File: src/rtl/lockstep_trojan_monitor.sv
// Compares suspect vs golden result streams per channel with per-channel golden queues; counters, flags and state update 1 cycle after sampling.
// No backpressure: a golden word arriving at a full queue is dropped and flagged, and a suspect word with nothing to compare is flagged.
module lockstep_trojan_monitor #(
  parameter int DATA_W     = 128,
  parameter int NUM_CH     = 2,
  parameter int FIFO_DEPTH = 4,
  parameter int CNT_W      = 16,
  parameter int THRESH     = 1
) (
  input  logic                     clk,
  input  logic                     rst,
  input  logic                     enable,
  input  logic                     clear,
  input  logic [NUM_CH-1:0]        g_valid,
  input  logic [NUM_CH*DATA_W-1:0] g_data,
  input  logic [NUM_CH-1:0]        s_valid,
  input  logic [NUM_CH*DATA_W-1:0] s_data,
  output logic [CNT_W-1:0]         test_count,
  output logic [CNT_W-1:0]         mismatch_count,
  output logic [NUM_CH-1:0]        mismatch_ch,
  output logic [DATA_W-1:0]        last_diff,
  output logic                     alarm,
  output logic                     protocol_err,
  output logic [1:0]               state
);

  localparam int AW    = $clog2(FIFO_DEPTH);
  localparam int SUM_W = CNT_W + $clog2(NUM_CH + 1);
  localparam logic [SUM_W-1:0] THRESH_V = SUM_W'(THRESH);
  localparam logic [CNT_W-1:0] CNT_MAX  = '1;
  localparam logic [AW:0]      FULL_V   = (AW+1)'(FIFO_DEPTH);

  typedef enum logic [1:0] {
    IDLE    = 2'b00,
    MONITOR = 2'b01,
    ALARM   = 2'b10
  } state_t;

  state_t cur_state, nxt_state;

  logic [DATA_W-1:0] mem    [NUM_CH][FIFO_DEPTH];
  logic [AW-1:0]     rd_ptr [NUM_CH];
  logic [AW-1:0]     wr_ptr [NUM_CH];
  logic [AW:0]       fill   [NUM_CH];
  logic [DATA_W-1:0] diff   [NUM_CH];

  logic              active;
  logic [NUM_CH-1:0] empty, full, do_cmp, mis, push, pop, err;
  logic [SUM_W-1:0]  test_sum, mis_sum;
  logic [DATA_W-1:0] first_diff;

  // Per-channel compare/queue decisions; walking channels high-to-low leaves the lowest mismatch in first_diff.
  always_comb begin
    active     = (cur_state != IDLE) && enable;
    empty      = '0;
    full       = '0;
    do_cmp     = '0;
    mis        = '0;
    push       = '0;
    pop        = '0;
    err        = '0;
    test_sum   = {{(SUM_W-CNT_W){1'b0}}, test_count};
    mis_sum    = {{(SUM_W-CNT_W){1'b0}}, mismatch_count};
    first_diff = last_diff;
    for (int c = NUM_CH - 1; c >= 0; c--) begin
      empty[c]  = (fill[c] == '0);
      full[c]   = (fill[c] == FULL_V);
      diff[c]   = (empty[c] ? g_data[c*DATA_W +: DATA_W] : mem[c][rd_ptr[c]])
                  ^ s_data[c*DATA_W +: DATA_W];
      do_cmp[c] = active && s_valid[c] && (!empty[c] || g_valid[c]);
      pop[c]    = do_cmp[c] && !empty[c];
      push[c]   = active && g_valid[c] && !(do_cmp[c] && empty[c]) && (!full[c] || pop[c]);
      err[c]    = active && ((s_valid[c] && empty[c] && !g_valid[c]) ||
                             (g_valid[c] && full[c] && !pop[c]));
      mis[c]    = do_cmp[c] && (diff[c] != '0);
      test_sum  = test_sum + SUM_W'(do_cmp[c]);
      mis_sum   = mis_sum + SUM_W'(mis[c]);
      if (mis[c]) first_diff = diff[c];
    end
  end

  always_comb begin
    nxt_state = cur_state;
    case (cur_state)
      IDLE:    if (enable) nxt_state = MONITOR;
      MONITOR: begin
        if (!enable)                  nxt_state = IDLE;
        else if (mis_sum >= THRESH_V) nxt_state = ALARM;
      end
      ALARM:   nxt_state = ALARM;
      default: nxt_state = IDLE;
    endcase
  end

  always_ff @(posedge clk) begin
    if (!rst || clear) cur_state <= IDLE;
    else               cur_state <= nxt_state;
  end

  always_ff @(posedge clk) begin
    for (int c = 0; c < NUM_CH; c++) begin
      if (push[c]) mem[c][wr_ptr[c]] <= g_data[c*DATA_W +: DATA_W];
    end
  end

  always_ff @(posedge clk) begin
    if (!rst || clear) begin
      test_count     <= '0;
      mismatch_count <= '0;
      mismatch_ch    <= '0;
      last_diff      <= '0;
      protocol_err   <= 1'b0;
      for (int c = 0; c < NUM_CH; c++) begin
        rd_ptr[c] <= '0;
        wr_ptr[c] <= '0;
        fill[c]   <= '0;
      end
    end else begin
      test_count     <= (test_sum[SUM_W-1:CNT_W] != '0) ? CNT_MAX : test_sum[CNT_W-1:0];
      mismatch_count <= (mis_sum[SUM_W-1:CNT_W] != '0) ? CNT_MAX : mis_sum[CNT_W-1:0];
      mismatch_ch    <= mismatch_ch | mis;
      if (|mis) last_diff <= first_diff;
      if (|err) protocol_err <= 1'b1;
      // Leaving the active states silently discards whatever golden words are queued.
      for (int c = 0; c < NUM_CH; c++) begin
        if (!active) begin
          rd_ptr[c] <= '0;
          wr_ptr[c] <= '0;
          fill[c]   <= '0;
        end else begin
          if (push[c]) wr_ptr[c] <= wr_ptr[c] + AW'(1);
          if (pop[c])  rd_ptr[c] <= rd_ptr[c] + AW'(1);
          case ({push[c], pop[c]})
            2'b10:   fill[c] <= fill[c] + (AW+1)'(1);
            2'b01:   fill[c] <= fill[c] - (AW+1)'(1);
            default: fill[c] <= fill[c];
          endcase
        end
      end
    end
  end

  assign alarm = (cur_state == ALARM);
  assign state = cur_state;

endmodule

File: config.mk
export PLATFORM = sky130hd
export DESIGN_NAME = lockstep_trojan_monitor
export DESIGN_NICKNAME = d
export VERILOG_FILES = /design/src/rtl/lockstep_trojan_monitor.sv
export SDC_FILE = /design/constraint.sdc
export NUM_CORES = 1
export LEC_CHECK = 0
export ABC_AREA = 1
export CELL_PAD_IN_SITES_DETAIL_PLACEMENT = 1
export CELL_PAD_IN_SITES_GLOBAL_PLACEMENT = 2
export CORE_MARGIN = 2
export CORE_UTILIZATION = 37
export DETAILED_ROUTE_END_ITERATION = 10
export PLACE_DENSITY_LB_ADDON = 0.08
export SETUP_SLACK_MARGIN = 0.4
export SLEW_MARGIN = 20
export SYNTH_ARGS = -nofsm -noshare
export SYNTH_HDL_FRONTEND = slang
export SYNTH_SLANG_ARGS = --single-unit
export TNS_END_PERCENT = 1
File: constraint.sdc
create_clock -name clk -period 19 [get_ports clk]
set_input_delay 4.75 -clock clk [delete_from_list [all_inputs] [get_ports clk]]
set_output_delay 4.75 -clock clk [all_outputs]
set_load 0.05 [all_outputs]
==> results.sh <==
export IMPL_drive_gt1_frac=0.0496
export IMPL_crit_required_ns=19.65
export IMPL_grt_usage=0.292
export IMPL_maxUsedRoutingLayer="met5"
export IMPL_synthesis_nets=7951
export IMPL_critPathMaxFanout=97
export IMPL_met2_length_um=115000
export IMPL_wl_um=250000
export IMPL_r2r_setup_slack_ns=11.12
export IMPL_grt_setup_unrepaired="no"
export IMPL_hpwl_um=175000
export IMPL_synthArstFlopShare=0
export IMPL_via_count=52000
export IMPL_grt_pass1_vias=51100
export IMPL_cts_tree="yes"
export IMPL_synth_distinct_cells=34
export IMPL_wl_per_cell_um=24.4
export IMPL_tns_ns=0
export IMPL_synth_edf_count=1038
export IMPL_p_switching_mw=1.59
export IMPL_swShare=0.254
export IMPL_antenna_found_initial=68
export IMPL_synth_seq_area_share=0.565
export IMPL_antenna_left=0
export IMPL_drt_drc_violations_left=0
export IMPL_row_count=149
export IMPL_p_per_area_nw_per_um2=84.3
export IMPL_slew_headroom=0.223
export IMPL_grt_max_degree=171
export IMPL_ctsRootBufferMaster="clkbuf_16"
export IMPL_p_seq_frac=0.460
export IMPL_cp_start_kind="primary input"
export IMPL_comb_power_share=0.100
export IMPL_core_area_um2=164000
export IMPL_clockPowerShare=0.439
export IMPL_p_leak_nw=32.1
export IMPL_final_common_cell="nand2_1"
export IMPL_cpPeakStageDelay_ns=0.57
export IMPL_slowest_stage="fa_1"
export IMPL_clock_latency_ns=0.81
export IMPL_io_buffers=685
export IMPL_hold_violations=0
export IMPL_cts_inserted_buffers=146
export IMPL_synthCells=7411
export IMPL_grt_ovfl_total=0
export IMPL_final_max_slew_viol_count=0
export IMPL_outcome="completed"
export IMPL_period_needed_ns=9.42
export IMPL_skew_ns=0.0308
export IMPL_syn_to_final_growth_pct=21.6
export IMPL_final_cell_mix="nand2_1, edfxtp_1, inv_1, nor2_1, clkdlybuf4s50_1"
export IMPL_dieArea_um2=168000
export IMPL_intPower_mw=4.67
export IMPL_drv_cap=0
export IMPL_gp_congestion=0.873
export IMPL_cp_num_buf_inv=3
export IMPL_yosys_warnings=0
export IMPL_vias_per_cell=5.06
export IMPL_cts_resized=0
export IMPL_synthFlopType="edfxtp_1"
export IMPL_crit_top_cell="nand2_1"
export IMPL_power_mw=6.26
export IMPL_worst_pin_slew_ns=1.16
export IMPL_numClockSinks=1203
export IMPL_synthesis_area_um2=61000
export IMPL_die_w_um=410
export IMPL_m1WireLength_um=108000
export IMPL_endpoint_kind="register"
export IMPL_setup_viol=0
export IMPL_finalNetCount=8485
export IMPL_cpLargestDelayFamily="simple AND/OR/NAND/NOR gates"
export IMPL_cts_max_level=4
export IMPL_cp_arrival_ns=10.07
export IMPL_finalCritPeriodShare=0.496
export IMPL_syn_area_per_cell_um2=8.23
export IMPL_cts_hold_buf=0
export IMPL_drtIter0Drc=3883
export IMPL_fmax_ghz=0.106
export IMPL_synth_seq_cells=1203
export IMPL_cts_setup_buffers=0
export IMPL_crit_type="primary input to register"
export IMPL_grt_pass1_wl_um=356000
export IMPL_ir_worst_vdd_mv=0.0886
export IMPL_start_util=0.371
export IMPL_cts_reportedPaths_clkPinSlew_ns=0.06
export IMPL_clockBufferDepth=3
export IMPL_worstHoldPathType="register to register"
export IMPL_first_pass_iters=6
export IMPL_die_h_um=410
export IMPL_io_pins=686
export IMPL_dr_wl_met3_um=15800
-- per-stage QoR --
| step | setup slack (ns) | instance area [um2] | hold slack [ns] | std cells | util |
|---|---|---|---|---|---|
| after floorplan | 7.36 | 61000 | 0.556 | 7411 | - |
| after global placement | 8.85 | 69500 | 0.440 | 9986 | 0.423 |
| after detailed placement | 8.80 | 69500 | 0.446 | 9986 | 0.423 |
| after CTS | 9.65 | 74200 | 0.458 | 10300 | 0.451 |
| after global routing | 9.14 | 74200 | 0.486 | 10300 | 0.451 |
| final | 9.58 | 74200 | 0.459 | 10300 | 0.451 |
-- state kept, by name, summed over array words and instances (netlist names) --
signal and count:
mem 1024, last_diff 128, mismatch_count 16, test_count 16, fill 6, rd_ptr 4, wr_ptr 4, mismatch_ch 2
state 2, protocol_err 1
-- final cells by class --
class | instances | area [um2]
fillers | 19400 | 90200
flip-flops and latches | 1203 | 34500
multi-input cells | 5041 | 21900
repair buffers | 736 | 7340
clock buffers | 205 | 4090
inverters | 817 | 3090
well taps | 2189 | 2740
clock inverters | 62 | 578
diodes | 23 | 57.6
-- power by group through the flow --
stage | Sequential, mW | Clock [mW] | Combinational (mW)
6_report | 2.88 | 2.75 | 0.629
5_1_grt | 2.88 | 2.90 | 0.674
4_1_cts | 2.88 | 2.81 | 0.628
3_5_place_dp | 2.93 | 0 | 0.624
3_3_place_gp | 2.93 | 0 | 0.614
2_1_floorplan | 2.95 | 0 | 0.255
-- worst reg2reg max path: cells and delay by family, from the launching register on --
kind          cells  cell delay, ns
simple gates     24            4.30
buf+inv           5            2.60
fa+ha+maj         2            0.54
flops             1            0.33
-- metal layers --
metal	up-vias	global-route usage
li1	24500	-
met4	64	0.113
met2	1417	0.467
met5	-	0
met3	379	0.0570
met1	25600	0.390
-- worst paths after layout --
check | start | to | cells after the start
setup / recovery | g_data[23] | state[0]$_SDFFE_PN0P_ | 26
hold / removal | mismatch_ch[1]$_SDFF_PN0_ | mismatch_ch[1]$_SDFF_PN0_ | 2
setup reg to reg | rd_ptr[0][0]$_SDFFCE_PN0P_ | state[1]$_SDFFE_PN0P_ | 31
hold reg to reg | mismatch_ch[1]$_SDFF_PN0_ | mismatch_ch[1]$_SDFF_PN0_ | 2
-- kinds of logic (layout without fill, tap and decap cells) --
logic type	Yosys count	after routing	synth area share
compound gates	133	133	0.0110
fa+ha+maj	20	20	0.00447
flops	1203	1203	0.565
other cells	0	23	0
buf+inv	1167	1820	0.0789
simple gates	4859	4859	0.336
xor+xnor	29	29	0.00416
-- synthesized netlist by cell type, types with 2 or more instances --
library cell	instances	area (um2)
nor2_1	774	2910
a21oi_1	19	95.1
nand4_1	4	25.0
buf_6	4	45.0
clkbuf_1	99	372
nand3_1	602	3010
edfxtp_1	1038	31200
dfxtp_1	165	3300
or2_2	130	813
ha_1	17	213
buf_8	9	135
or2_1	2	12.5
nor4_1	4	25.0
inv_2	7	26.3
xnor2_1	10	87.6
o21ai_0	87	435
fa_1	3	60.1
buf_1	42	158
nor3_1	14	70.1
nand2_1	3016	11300
buf_4	23	173
xor2_1	19	166
buf_2	172	861
o21ai_1	23	115
nand3b_1	309	2320
nand2_2	2	12.5
inv_1	810	3040
Note: power is estimated with default switching activity, not from simulation.
